<file path="src/rtl/nibble_serial_addsub_ctrl.sv">
// WIDTH-bit two's-complement add/subtract computed one nibble per clock through a
// single 4-bit slice, LSB nibble first, with valid/ready handshakes on both sides.
module nibble_serial_addsub_ctrl #(
  parameter int WIDTH = 16,
  parameter int NIB   = WIDTH / 4
) (
  input  logic             clk,
  input  logic             rst_n,
  input  logic             start_valid,
  output logic             start_ready,
  input  logic [WIDTH-1:0] op_a,
  input  logic [WIDTH-1:0] op_b,
  input  logic             mode,
  input  logic             abort,
  output logic             busy,
  output logic             res_valid,
  input  logic             res_ready,
  output logic [WIDTH-1:0] result,
  output logic             carry_out,
  output logic             overflow,
  output logic             zero
);

  localparam int IDX_W = (NIB > 1) ? $clog2(NIB) : 1;

  typedef enum logic [1:0] {
    S_IDLE,
    S_RUN,
    S_DONE
  } state_t;

  state_t           r_state;
  logic [WIDTH-1:0] r_opA;
  logic [WIDTH-1:0] r_opB;
  logic             r_mode;
  logic [IDX_W-1:0] r_idx;
  logic             r_carry;
  logic [WIDTH-1:0] r_result;
  logic             r_carryOut;
  logic             r_overflow;
  logic             r_zero;

  logic [IDX_W+1:0] w_shift;
  logic [3:0]       w_aNib;
  logic [3:0]       w_bNib;
  logic [4:0]       w_sum;
  logic [3:0]       w_low;
  logic             w_c3;
  logic             w_lastNib;
  logic [WIDTH-1:0] w_nextResult;

  // Subtraction is A + ~B + 1: the B nibble is inverted here and the +1 enters
  // as the initial carry loaded at acceptance.
  always_comb begin
    w_shift      = {r_idx, 2'b00};
    w_aNib       = 4'(r_opA >> w_shift);
    w_bNib       = 4'(r_opB >> w_shift) ^ {4{r_mode}};
    w_sum        = {1'b0, w_aNib} + {1'b0, w_bNib} + {4'b0000, r_carry};
    w_low        = {1'b0, w_aNib[2:0]} + {1'b0, w_bNib[2:0]} + {3'b000, r_carry};
    w_c3         = w_low[3];
    w_lastNib    = (r_idx == IDX_W'(NIB - 1));
    w_nextResult = (r_result & ~(WIDTH'(4'hF) << w_shift))
                 | (WIDTH'(w_sum[3:0]) << w_shift);
  end

  always_ff @(posedge clk) begin
    if (!rst_n) begin
      r_state    <= S_IDLE;
      r_opA      <= '0;
      r_opB      <= '0;
      r_mode     <= 1'b0;
      r_idx      <= '0;
      r_carry    <= 1'b0;
      r_result   <= '0;
      r_carryOut <= 1'b0;
      r_overflow <= 1'b0;
      r_zero     <= 1'b1;
    end else begin
      case (r_state)
        S_IDLE: begin
          if (start_valid) begin
            r_opA   <= op_a;
            r_opB   <= op_b;
            r_mode  <= mode;
            r_idx   <= '0;
            r_carry <= mode;
            r_state <= S_RUN;
          end
        end
        S_RUN: begin
          if (abort) begin
            r_state <= S_IDLE;
          end else begin
            r_result <= w_nextResult;
            r_carry  <= w_sum[4];
            if (w_lastNib) begin
              r_idx      <= '0;
              r_carryOut <= w_sum[4];
              r_overflow <= w_c3 ^ w_sum[4];
              r_zero     <= (w_nextResult == '0);
              r_state    <= S_DONE;
            end else begin
              r_idx <= r_idx + IDX_W'(1);
            end
          end
        end
        S_DONE: begin
          // abort wins over a simultaneous result handshake
          if (abort || res_ready) begin
            r_state <= S_IDLE;
          end
        end
        default: r_state <= S_IDLE;
      endcase
    end
  end

  assign start_ready = (r_state == S_IDLE);
  assign busy        = (r_state != S_IDLE);
  assign res_valid   = (r_state == S_DONE);
  assign result      = r_result;
  assign carry_out   = r_carryOut;
  assign overflow    = r_overflow;
  assign zero        = r_zero;

endmodule

</file>
<file path="config.mk">
export PLATFORM = sky130hd
export DESIGN_NAME = nibble_serial_addsub_ctrl
export DESIGN_NICKNAME = d
export VERILOG_FILES = /design/src/rtl/nibble_serial_addsub_ctrl.sv
export SDC_FILE = /design/constraint.sdc
export NUM_CORES = 1
export LEC_CHECK = 0
export CAP_MARGIN = 25
export CORE_ASPECT_RATIO = 0.9
export CORE_UTILIZATION = 50
export CTS_CLUSTER_DIAMETER = 200
export DETAILED_ROUTE_END_ITERATION = 7
export HOLD_SLACK_MARGIN = 0.15
export PLACE_DENSITY = 0.8
export SKIP_LAST_GASP = 1
export SYNTH_ARGS = -nofsm -noshare
export SYNTH_HDL_FRONTEND = slang
export SYNTH_SLANG_ARGS = --single-unit
</file>
<file path="constraint.sdc">
create_clock -name clk -period 3.7 [get_ports clk]
set_clock_uncertainty 0.1 [all_clocks]
set_input_delay 0.925 -clock clk [delete_from_list [all_inputs] [get_ports clk]]
set_output_delay 0.925 -clock clk [all_outputs]
set_load 0.02 [all_outputs]
</file>
After elaboration in Yosys (flattened, before gate mapping)
Index checks and enable logic that the tools add are counted.
Operators by class
  add/sub/neg operators: 5
  equal/unequal tests: 7
  shift-type cells: 4
  multiplexer cells: 12
  bitwise operators: 6
  reduce and logical (&&, ||, !) cells: 10
Operators with widths (number)
  $shr 16x4->4: 2
  $and 16x16->16: 1
  $logic_not 16->1: 1
  $not 16->16: 1
  $or 16x16->16: 1
  $shl 4x4->16: 1
  $shl 4x4->16 const A: 1
  $mux 2: 7
  $reduce_and 3->1: 3
  $pmux 2 s3: 1
  $add 4x4->5: 1
  $add 5x1->5: 1
  $add 3x3->4: 1
  $add 4x1->4: 1
  $eq 2x2->1 const B: 2
  $ne 2x2->1 const B: 2
  $pmux 2 s2: 1
  $reduce_and 2->1: 2
  $reduce_bool 2->1: 2
  $xor 4x4->4: 1
  $ne 3x3->1 const B: 1
  $add 2x1->2 const B: 1
  $eq 2x1->1 const B: 1
  $logic_not 2->1: 1
  6 further kinds: 7
Word-level totals
  register bits: 57
  bits of input ports: 38
  logic and storage cells: 54

Longest topological paths before layout
  depth in word-level cells: 7
  depth in mapped cells: 11
  depth with buffers taken out: 9

Least setup slack after synthesis
OpenSTA, ideal clock, no wires.
  path kind: register to register
  from: reg r_idx[0]
  to: reg r_zero, in the netlist zero
  data arrival time: 2599 ps
  required time: 3484 ps
  path slack: 884 ps
  cell stages (with the launch flop): 9
  clock period less this slack: 2816 ps
  path through: dfxtp_1 buf_2 mux4_2 xnor2_1 fa_1 fa_1 xnor2_1 nor3_1 a31o_2
Between the ends
  word-level cells in the longest chain between the ends: 7
  elaborated cells between the ends (all ways): 13
  those cells by class: 2 x add/sub; 1 x eq/ne; 4 x shift; 4 x bitwise; 2 x reduce/logical
Ends and longest elaborated chain
  from (decl): RTL line 36  | logic [IDX_W-1:0] r_idx;
  from (signal assigned): RTL line 103  | r_idx <= r_idx + IDX_W'(1);
  $shr 16x4->4: RTL line 57  | w_bNib = 4'(r_opB >> w_shift) ^ {4{r_mode}};
  $xor 4x4->4: RTL line 57
  $add 4x4->5: RTL line 58  | w_sum = {1'b0, w_aNib} + {1'b0, w_bNib} + {4'b0000, r_carry};
  $add 5x1->5: RTL line 58
  $shl 4x4->16: RTL line 63  | | (WIDTH'(w_sum[3:0]) << w_shift);
  $or 16x16->16: RTL line 63
  $logic_not 16->1: RTL line 100  | r_zero <= (w_nextResult == '0);
  to (signal assigned): RTL line 100
  to (decl): RTL line 41  | logic r_zero;
Several ways; a longest one is shown, not always the timed one.
A chain may end at the register's enable or synchronous reset.

Final worst setup path
Same ends and word-level chain as after synthesis.

==> impl_metrics.toml <==
[timing]
max-slew-margin-rel_pct = 67.0
worst_pin_slew_ps = 494
finalCritPeriodShare_pct = 82.6
rsz0062_at_grt = "false"
fin_crit_ps = 3060
fmax_mhz = 327
drv_slew = 0
setup_viol = 0
hold_violations = 0
setup-tns-final_ps = 0

[worst_setup_path]
cp.required_ps = 3820
cp-start-kind = "register"
worstSetupEndpointType = "register"
worstPathArrival_ps = 3180
critical_path_buf_inv_count = 0
path_delay_family = "adder cells"
worstPathCellList = "mux4_2, xnor2_1, fa_1, fa_1, xnor2_1, nor3_1, a31o_2"
cp_slowest_cell = "mux4_2"
slowest_delay_ps = 560
cp_max_fo = 6
worstSetupPathType = "register to register"
worst-path-stages = 7
r2r_cells = 7

[synthesis]
ys_seq_area_share_pct = 41.8
synth_area_mm2 = 0.00273
avgSynthCellArea_um2 = 8.81
synthDistinctLibCells = 35
yosys.area.top_type = "dfxtp_1"
syn_nets = 357
yosys.area.top_type_share_pct = 41.8
syn_inst = 310
yosysWarnings = 0
synth_area_leaders = "dfxtp_1 42%, nand2_1 12%, a21boi_0 8.8%"
synth-seq-cells = 57

[detailed_routing]
drtPass1Iterations = 4
final_antenna_net_count = 0
route.detailed.drc = 0
wire_per_inst_um = 13.0
vias_per_cell = 5.23
routed_wl_um = 5710
drt_iter0_drc = 96
vias = 2302

[global_routing]
grt_busiest_layer = "met2"
track_usage_pct = 22.1
use_met2_pct = 35.7
grt_pass1_wl_um = 9680
grt_util_met1_pct = 28.5
grt_pass1_vias = 2104
grt_overflow = 0
grt_max_degree = 62
grt_antenna_before_repair = 0
grt_util_met3_pct = 4.28

[finish]
fillers = 446
n_antenna_cell = 0
area_delta_synth_final_pct = 28.9
fin_cells = 440
fin_util_pct = 67.0
fin_nets = 415
post_route_cells_drive_above_1_share_pct = 9.38

[cts]
h-tree-depth = 3
clk_path_buf_depth = 2
root_buffer = "clkbuf_8"
cts_setup_buffers = 0
cts_tree = "yes"
clk_latency_ps = 320
ctsHoldBuffers = 0
path_clk_slew_ps = 60
cts_resized = 0
clock-sinks = 57
numCtsBuffers = 9

[floorplanning]
initial_core_util_pct = 52.0
io-pin-count = 60
fp.dieH_um = 72.1
rows = 25
dieWidth_um = 79.9
fp.dieArea_mm2 = 0.00576
coreArea_mm2 = 0.00526

[power]
peakVddDrop_v = 0.000258
power_mw = 1.41
power.density_mw_per_mm2 = 401
power.leakage_nw = 1.33

[placed_design]
port_buffers = 59
gp_congestion = 0.868
dpl.hpwl_um = 4110
dpl.cell_count = 424

[min_path]
min_path_cells = 2
hp-class = "register to register"

[outcome]
outcome = "finished, final reports clean"

[job]
maxCapViolCount = 0
[state kept, by name (all words and copies together), names as in the netlist]
register	flops
r_carry	1
r_idx	2
r_state	2
carry_out	1
result	16
r_mode	1
zero	1
r_opA	16
r_opB	16
overflow	1
[final cells by class]
class                           instances  area (um2)  area share (%)
Multi-Input combinational cell        227        1440            40.9
Clock buffer                           13         149            4.23
Tap cell                               67        83.8            2.38
Inverter                                8        30.0           0.853
Clock inverter                          3        40.0            1.14
Sequential cell                        57        1140            32.4
Timing Repair Buffer                   65         636            18.1
[final timing paths]
| check | start | end | slack, ps |
|---|---|---|---|
| setup / recovery | r_idx[0]$_SDFFE_PN0P_ | zero$_SDFFE_PN1P_ | 640 |
| hold / removal | r_opB[12]$_SDFFE_PN0P_ | r_opB[12]$_SDFFE_PN0P_ | 360 |
| setup reg to reg | r_idx[0]$_SDFFE_PN0P_ | zero$_SDFFE_PN1P_ | 640 |
| hold reg to reg | r_opB[12]$_SDFFE_PN0P_ | r_opB[12]$_SDFFE_PN0P_ | 360 |
[report_power, final]
group	leakage (nW)	internal [mW]	total, mW	switching, mW
Sequential	0.465	0.640	0.658	0.0177
Clock	0.0974	0.328	0.558	0.230
Combinational	0.764	0.0998	0.195	0.0955
[placed cells by master (no fill, tap or decap), drive strengths merged]
master	count
a21boi	33
a21oi	2
a22oi	6
a31o	1
a32oi	1
and2	11
and2b	2
and3	4
buf	6
bufinv	1
clkbuf	13
clkdlybuf4s50	59
clkinv	2
dfxtp	57
fa	2
ha	7
inv	8
mux4	8
nand2	87
nand2b	5
nand3	9
nor2	10
nor2b	8
nor3	2
nor3b	2
nor4	2
o21ai	17
o22ai	1
xnor2	4
xor2	3
[layer usage]
layer / up-vias / wire, um / part of all wire, %
met5: - / 0 / 0
met4: 0 / 77 / 1.3
met3: 7 / 257 / 4.5
met2: 63 / 2660 / 47
met1: 1080 / 2710 / 47
li1: 1152 / - / -
[per-stage QoR]
stage          instance area, um2  hold slack (ps)  setup slack [ps]
4_1_cts                      3520              364               633
3_3_place_gp                 3330              350               704
5_1_grt                      3520              386               445
3_5_place_dp                 3330              355               664
6_report                     3520              361               644
2_1_floorplan                2730              340               884
[cell families (layout without fill, tap and decap cells)]
family / after synthesis / count (layout) / synth area share [%]
compound gates: 61 / 61 / 15.1
simple gates: 142 / 142 / 24.2
flops: 57 / 57 / 41.8
mux: 8 / 8 / 6.60
fa+ha+maj: 9 / 9 / 4.67
buf+inv: 26 / 89 / 5.45
xor+xnor: 7 / 7 / 2.24
[tightest hold or removal path, stage by stage, from the launching register on]
cell	delay, ps
dfxtp_1	310
nand2_1	50
a21boi_0	60
[Yosys cell counts (all sizes together)]
master  count
buf        11
nor2       10
nor3        2
a21oi       2
a21boi     33
inv         8
o21ai      17
nand2      87
mux4        8
and2b       2
nand2b      5
clkbuf      7
a31o        1
nand3       9
a32oi       1
and3        4
fa          2
nor3b       2
nor2b       8
dfxtp      57
and2       11
nor4        2
ha          7
a22oi       6
xnor2       4
o22ai       1
xor2        3
No activity file was read; power rests on OpenSTA's default activity.
